File: config.mk
export PLATFORM = sky130hd
export DESIGN_NAME = ahb_mst_req_gen
export DESIGN_NICKNAME = d
export VERILOG_FILES = /design/src/rtl/ahb_mst_req_gen.sv
export SDC_FILE = /design/constraint.sdc
export NUM_CORES = 1
export LEC_CHECK = 0
export ABC_AREA = 0
export ABC_CLOCK_PERIOD_IN_PS = 2980
export CAP_MARGIN = 20
export CORE_ASPECT_RATIO = 0.7
export CORE_UTILIZATION = 29
export DETAILED_ROUTE_END_ITERATION = 10
export GPL_TIMING_DRIVEN = 1
export HOLD_SLACK_MARGIN = 0.06
export PLACE_DENSITY_LB_ADDON = 0.2
export SLEW_MARGIN = 0
export SYNTH_ARGS = -nofsm -noshare
export SYNTH_HDL_FRONTEND = slang
export SYNTH_SLANG_ARGS = --single-unit
File: constraint.sdc
create_clock -name hclk -period 2.98 [get_ports hclk]
set_input_delay 0.745 -clock hclk [delete_from_list [all_inputs] [get_ports hclk]]
set_output_delay 0.745 -clock hclk [all_outputs]
set_load 0.02 [all_outputs]
File: src/rtl/ahb_mst_req_gen.sv
// Multi-channel AHB master request generator: staggered starts, request/ack handshake, timeout.
// Build macro ALT_RW_EN: alternate write/read per handshake, address advancing once per pair.
module ahb_mst_req_gen #(
  parameter int NUM_MST     = 4,
  parameter int ADDR_W      = 32,
  parameter int NUM_REQ     = 4,
  parameter int ADDR_STRIDE = 16,
  parameter int STAGGER     = 8,
  parameter int GAP         = 4,
  parameter int TIMEOUT     = 255
) (
  input  logic                      hclk,
  input  logic                      hresetn,
  input  logic                      start,
  input  logic                      abort,
  input  logic [NUM_MST*ADDR_W-1:0] base_addr,
  input  logic [2:0]                blk_size,
  input  logic [NUM_MST-1:0]        wr_mode,
  input  logic [NUM_MST-1:0]        req_ack,
  output logic [NUM_MST-1:0]        mst_wr_req,
  output logic [NUM_MST-1:0]        mst_rd_req,
  output logic [NUM_MST*ADDR_W-1:0] src_addr,
  output logic [NUM_MST*3-1:0]      block_size,
  output logic [NUM_MST-1:0]        chan_done,
  output logic [NUM_MST-1:0]        timeout_err,
  output logic                      busy,
  output logic                      all_done
);

  typedef enum logic [2:0] {
    ST_IDLE = 3'd0,
    ST_DLY  = 3'd1,
    ST_REQ  = 3'd2,
    ST_GAP  = 3'd3,
    ST_DONE = 3'd4
  } state_t;

  localparam int MAX_DLY = (NUM_MST - 1) * STAGGER;
  localparam int DLY_W   = (MAX_DLY < 2) ? 1 : $clog2(MAX_DLY + 1);
  localparam int GAP_W   = (GAP < 2) ? 1 : $clog2(GAP + 1);
  localparam int TO_W    = (TIMEOUT < 2) ? 1 : $clog2(TIMEOUT);
  localparam int CNT_W   = $clog2(NUM_REQ + 1);

  logic [NUM_MST-1:0] chan_busy_s;
  logic               start_ok_s;

  assign busy       = |chan_busy_s;
  assign start_ok_s = start & ~abort & ~busy;
  assign all_done   = &chan_done;

  genvar i;
  generate
    for (i = 0; i < NUM_MST; i++) begin : g_chan
      localparam logic [DLY_W-1:0] DLY_INIT = DLY_W'(i * STAGGER);

      state_t            state_r;
      logic [DLY_W-1:0]  dly_cnt_r;
      logic [GAP_W-1:0]  gap_cnt_r;
      logic [TO_W-1:0]   wait_cnt_r;
      logic [CNT_W-1:0]  req_cnt_r;
      logic [ADDR_W-1:0] addr_r;
      logic [2:0]        bsize_r;
      logic              wr_mode_r;
      logic              wr_req_r;
      logic              rd_req_r;
      logic              done_r;
      logic              to_err_r;
      logic              dir_s;
      logic              adv_s;
      logic              last_s;

`ifdef ALT_RW_EN
      logic phase_r;
      assign dir_s = wr_mode_r ^ phase_r;
      // A pair completes on its second handshake; only then does the address move on
      assign adv_s = phase_r;
`else
      assign dir_s = wr_mode_r;
      assign adv_s = 1'b1;
`endif
      assign last_s = (req_cnt_r == CNT_W'(NUM_REQ - 1));

      assign chan_busy_s[i]               = (state_r != ST_IDLE) && (state_r != ST_DONE);
      assign mst_wr_req[i]                = wr_req_r;
      assign mst_rd_req[i]                = rd_req_r;
      assign src_addr[i*ADDR_W +: ADDR_W] = addr_r;
      assign block_size[i*3 +: 3]         = bsize_r;
      assign chan_done[i]                 = done_r;
      assign timeout_err[i]               = to_err_r;

      // Channel FSM with registered request, address and status outputs
      always_ff @(posedge hclk) begin
        if (!hresetn) begin
          state_r    <= ST_IDLE;
          dly_cnt_r  <= '0;
          gap_cnt_r  <= '0;
          wait_cnt_r <= '0;
          req_cnt_r  <= '0;
          addr_r     <= '0;
          bsize_r    <= 3'b000;
          wr_mode_r  <= 1'b0;
          wr_req_r   <= 1'b0;
          rd_req_r   <= 1'b0;
          done_r     <= 1'b0;
          to_err_r   <= 1'b0;
`ifdef ALT_RW_EN
          phase_r    <= 1'b0;
`endif
        end else if (abort) begin
          state_r  <= ST_IDLE;
          wr_req_r <= 1'b0;
          rd_req_r <= 1'b0;
        end else begin
          case (state_r)
            ST_IDLE, ST_DONE: begin
              if (start_ok_s) begin
                state_r   <= ST_DLY;
                dly_cnt_r <= DLY_INIT;
                addr_r    <= base_addr[i*ADDR_W +: ADDR_W];
                bsize_r   <= blk_size;
                wr_mode_r <= wr_mode[i];
                req_cnt_r <= '0;
                done_r    <= 1'b0;
                to_err_r  <= 1'b0;
`ifdef ALT_RW_EN
                phase_r   <= 1'b0;
`endif
              end
            end
            ST_DLY: begin
              if (dly_cnt_r == DLY_W'(0)) begin
                state_r    <= ST_REQ;
                wait_cnt_r <= '0;
                wr_req_r   <= dir_s;
                rd_req_r   <= ~dir_s;
              end else begin
                dly_cnt_r <= dly_cnt_r - DLY_W'(1);
              end
            end
            ST_REQ: begin
              if (req_ack[i]) begin
                wr_req_r <= 1'b0;
                rd_req_r <= 1'b0;
`ifdef ALT_RW_EN
                phase_r  <= ~phase_r;
`endif
                if (adv_s) begin
                  addr_r    <= addr_r + ADDR_W'(ADDR_STRIDE);
                  req_cnt_r <= req_cnt_r + CNT_W'(1);
                end
                if (adv_s && last_s) begin
                  state_r <= ST_DONE;
                  done_r  <= 1'b1;
                end else begin
                  state_r   <= ST_GAP;
                  gap_cnt_r <= GAP_W'(GAP);
                end
              end else if (wait_cnt_r == TO_W'(TIMEOUT - 1)) begin
                wr_req_r <= 1'b0;
                rd_req_r <= 1'b0;
                to_err_r <= 1'b1;
                done_r   <= 1'b1;
                state_r  <= ST_DONE;
              end else begin
                wait_cnt_r <= wait_cnt_r + TO_W'(1);
              end
            end
            ST_GAP: begin
              // GAP state always lasts at least one cycle so each request shows a fresh rising edge
              if (gap_cnt_r == GAP_W'(0)) begin
                state_r    <= ST_REQ;
                wait_cnt_r <= '0;
                wr_req_r   <= dir_s;
                rd_req_r   <= ~dir_s;
              end else begin
                gap_cnt_r <= gap_cnt_r - GAP_W'(1);
              end
            end
            default: begin
              state_r  <= ST_IDLE;
              wr_req_r <= 1'b0;
              rd_req_r <= 1'b0;
            end
          endcase
        end
      end
    end
  endgenerate

endmodule

* Word level (Yosys, flattened, before mapping)
Index checks and enable logic that the tools add are counted.
** Storage, ports and cells
- Bits in registers :: 248
- Output and inout bits :: 158
- Input bits :: 143
** Cells by class
- Add/subtract/negate cells :: 20
- Eq/ne operators :: 76
- Reduce and logical (&&, ||, !) cells :: 79
- Muxes and demuxes :: 151
- Bitwise logic cells :: 13
** Operator list (count)
- $mux W32 :: 8
- $pmux W32 S2 :: 4
- $add A32 B5 Y32 const B :: 4
- $mux W8 :: 16
- $mux W3 :: 38
- $pmux W8 S3 :: 4
- $ne A2 B2 Y1 const B :: 40
- $reduce_and A4 Y1 :: 17
- $reduce_and A5 Y1 :: 12
- $pmux W3 S2 :: 8
- $pmux W3 S4 :: 4
- $mux W1 :: 41
- $mux W5 :: 8
- $pmux W5 S2 :: 4
- $eq A3 B2 Y1 const B :: 12
- $ne A3 B3 Y1 const B :: 12
- $add A8 B1 Y8 const B :: 4
- $eq A8 B8 Y1 const B :: 4
- $pmux W1 S4 :: 8
- $logic_not A3 Y1 :: 8
- $reduce_and A6 Y1 :: 4
- $reduce_bool A2 Y1 :: 12
- $reduce_bool A3 Y1 :: 8
- $logic_not A5 Y1 :: 4
- 12 further kinds :: 55

* Depth between registers and ports, before layout
- Depth in word-level cells :: 7
- Depth in mapped cells :: 9

* Worst setup path before layout
OpenSTA, ideal clock, no wires.
- Kind :: input port to flip-flop
- Start :: input port start
- End :: register g_chan[2].addr_r[14]
- Data required time :: 2864 ps
- Arrival time :: 2430 ps
- Stages :: 8
- Buffers on the path :: 3
- Slack :: 434 ps
- Cell sequence :: or4b_1 > clkbuf_1 > or4_1 > clkbuf_1 > nand2_1 > buf_2 > o21ai_0 > a31o_2
** Between the ends
- Word-level cells in the longest chain between the ends :: 4
** RTL lines
- start: declaration :: line 14 : input logic start,
- $and A1 B1 Y1 (2 in series) :: line 48 : assign start_ok_s = start & ~abort & ~busy;
- $ne A2 B2 Y1 (no source line)
- $reduce_and A4 Y1 (no source line)
- end signal: assignment :: line 119 : addr_r <= base_addr[i*ADDR_W +: ADDR_W];
- end signal: assignment :: line 148 : addr_r <= addr_r + ADDR_W'(ADDR_STRIDE);
- end: declaration :: line 61 : logic [ADDR_W-1:0] addr_r;
No other way between the ends.
A chain may end at the register's enable or synchronous reset.

* Worst setup path after layout
- Start :: register g_chan[3].state_r[0]
- End :: output port busy
** Between the ends
- Word-level cells in the longest chain between the ends :: 3
- Elaborated cells between the ends (all ways) :: 4
** RTL lines
- start: declaration :: line 56 : state_t state_r;
- start signal: assignment :: line 94 : state_r <= ST_IDLE;
- start signal: assignment :: line 110 : state_r <= ST_IDLE;
- start signal: assignment :: line 117 : state_r <= ST_DLY;
- $ne A3 B3 Y1 or $reduce_bool A3 Y1 (tied branches) :: line 83 : assign chan_busy_s[i] = (state_r != ST_IDLE) && (state_r != ST_DONE);
- $logic_and A1 B1 Y1 * :: line 83
- $reduce_or A4 Y1 * :: line 47 : assign busy = |chan_busy_s;
- end: declaration :: line 26 : output logic busy,
Mark *: on every way between the ends. The rest lies on a longest branch, timed or not.

==> flow_summary.ini <==
[status]
outcome = finished clean

[route]
drt_first_iter_violations = 1051
drc = 0
post_drt_wl_per_cell_um = 17.5
first_pass_iters = 5
antenna_left = 0
wirelength_um = 47700
vias_per_cell = 5.42
vias = 14800

[timing]
finalClockSkew_ns = 0.0137
worst_pin_slew_ns = 0.892
period_share_pct = 93.9
clock.fmax_ghz = 0.357
fin_tns_setup_ns = 0
slew_viol_final = 0
slew_headroom_pct = 40.6
rsz0062_at_grt = false
min_period_ns = 2.80
finalHoldViolCount = 0
finalSetupViolations = 0
layout_setup_ws_ns = 0.182

[final_layout]
final_cell_count_no_fill = 2725
final_cell_mix = 298 x clkdlybuf4s50_1, 248 x dfxtp_1, 217 x nand2_1
area_delta_synth_final_pct = 36.3
utilization_pct = 40.2
num_antenna_cells = 0
drive_gt1_share_pct = 9.51
layout_commonest_cell = clkdlybuf4s50_1
nets = 2265

[clocking]
clock-sinks = 248
clockBufferDepth = 3
htreeDepth = 1
tritoncts = done
ctsHoldBuffers = 0
path_clk_slew_ns = 0.06
cts_made_buffers = 29
insertion_delay_ns = 0.57
cts-root-buf = clkbuf_16

[die]
initial_utilization_pct = 29.5
die_w_um = 262
dieArea_mm2 = 0.0484
row_count = 66
num_io_pins = 301
die_h_um = 184
core_area_mm2 = 0.0467

[power]
leakagePower_nw = 6.55
powerDensity_mw_per_mm2 = 487
ir_worst_vdd_uv = 429

[worst_hold_path]
hp-class = flop to flop

[logic_synthesis]
synthFlopType = dfxtp_1
synth_cell_type_count = 79
synth_edf_count = 0
synth-xor-area-share_pct = 0.763
netlist_area_mm2 = 0.0138
avgSynthCellArea_um2 = 7.61
synth.ff_latch_count = 248
synth_compound_area_share_pct = 27.3
ys_seq_area_share_pct = 36.1
async_flop_share_pct = 0
synth_warnings = 0
synth_fa_ha_area_share_pct = 2.91
yosys.area_share.simple_pct = 26.2
synth_cells = 1809
synth_nets = 1984
synth_mux_area_share_pct = 0.891
synth_top_family_by_area = compound AO/OA/AOI/OAI gates

[setup_path]
cp-start-kind = flop
critPathRequiredTime_ns = 2.24
crit_fanout = 2
worstPathArrival_ns = 2.05
crit_type = flop to output pin
cp-end-kind = output pin

[placed_design]
hpwl_um = 33400
port_buffers = 300
gp_congestion = 0.826
dpl.cell_count = 2670
place_ws_ns = -0.232

[global_routing]
grt_pass1_vias = 13800
grt_antenna_before_repair = 0
gr-total-overflow = 0
grt_pass1_wl_um = 75500
grtUsageTotal_pct = 18.9
grt_max_degree = 83

[flow_run]
cap_violations = 0
## layer usage
metal,track usage (%),share of wire (%)
met1,26.8,48
met2,29.6,44
met3,3.09,5.3
met4,4.61,2.2
met5,0,0
## cell families (layout without fill, tap and decap cells)
| kind of cell | count (synthesis) | after routing |
|---|---|---|
| AOI/OAI and AO/OA | 561 | 561 |
| xor gates and xnor gates | 12 | 12 |
| adders and majority gates | 32 | 32 |
| buffers and inverters | 194 | 498 |
| DFF | 248 | 248 |
| muxes | 12 | 12 |
| and+or+nand+nor | 750 | 750 |
## where the power goes
part	internal (mW)	total (mW)	switching, mW	leakage (nW)
Clock	2.21	3.72	1.51	0.490
Combinational	0.827	1.70	0.877	4.04
Sequential	3.49	3.71	0.216	2.01
## critical path, cell delays in order, from the launching register on
cell and delay (ns):
dfxtp_1 0.31, or4_1 0.61, nand3b_1 0.22, dlygate4sd2_1 0.35
## sequential cells by signal (all words and copies together) (netlist names)
name and flops:
g_chan.req_cnt_r 12, g_chan.addr_r 128, g_chan.rd_req_r 4, g_chan.gap_cnt_r 12
g_chan.dly_cnt_r 20, g_chan.bsize_r 12, g_chan.dir_s 4, g_chan.to_err_r 4
g_chan.done_r 4, g_chan.state_r 12, g_chan.wr_req_r 4, g_chan.wait_cnt_r 32
## cells in the mapped netlist, drive strengths merged (7+ instances only)
cell,instances,area share [%]
or3,17,0.77
xor2,7,0.45
o32ai,7,0.45
mux2i,10,0.73
or4,7,0.38
nand2,217,5.9
clkbuf,104,2.8
ha,32,2.9
nor3,60,2.2
and2,9,0.41
a41oi,10,0.64
a32oi,8,0.51
nand3,83,3.0
nor2,196,5.4
o22ai,20,0.91
a31oi,37,1.7
buf,40,1.8
o221a,25,2.0
and4,10,0.64
inv,50,1.4
nor2b,8,0.36
a31o,10,0.64
a211oi,26,1.4
o21a,20,1.1
dfxtp,248,36
a21boi,8,0.44
nand2b,19,0.86
nor4,27,1.4
a32o,7,0.51
and3,25,1.1
a311oi,8,0.51
nand4,39,1.8
a21oi,175,6.4
o21ai,94,3.4
o31ai,7,0.38
o31a,12,0.76
o211ai,22,1.2
## stage by stage
stage               power [mW]  hold slack [ns]  cell area, µm²
floorplan                 4.61            0.423           13800
global placement          5.46            0.433           17800
detailed placement        5.48            0.443           17800
CTS                       9.26            0.451           18700
global route              9.56            0.474           18800
finish                    9.13            0.452           18800
## worst paths after layout
kind                              from                   to  slack [ns]  cells after the start
setup / recovery  g_chan[3].state_r[0]                 busy        0.18                      3
hold / removal     g_chan[1].addr_r[3]  g_chan[1].addr_r[3]        0.45                      2
setup reg to reg  g_chan[3].state_r[0]  g_chan[0].addr_r[5]        0.42                      8
hold reg to reg    g_chan[1].addr_r[3]  g_chan[1].addr_r[3]        0.45                      2
## cell type report
| cell class | count | area (µm²) |
|---|---|---|
| Tap cell | 612 | 766 |
| Timing Repair Buffer | 394 | 3840 |
| Clock inverter | 8 | 93.8 |
| Fill cell | 4741 | 27900 |
| Clock buffer | 46 | 890 |
| Sequential cell | 248 | 4960 |
| Multi-Input combinational cell | 1367 | 8010 |
| Inverter | 50 | 190 |
## timing repair
item / CTS / global route
buffers inserted: 0 / 0
gates resized for setup: 1 / 0
endpoints found under the setup margin: 1 / 0
No activity file was read; power rests on OpenSTA's default activity.
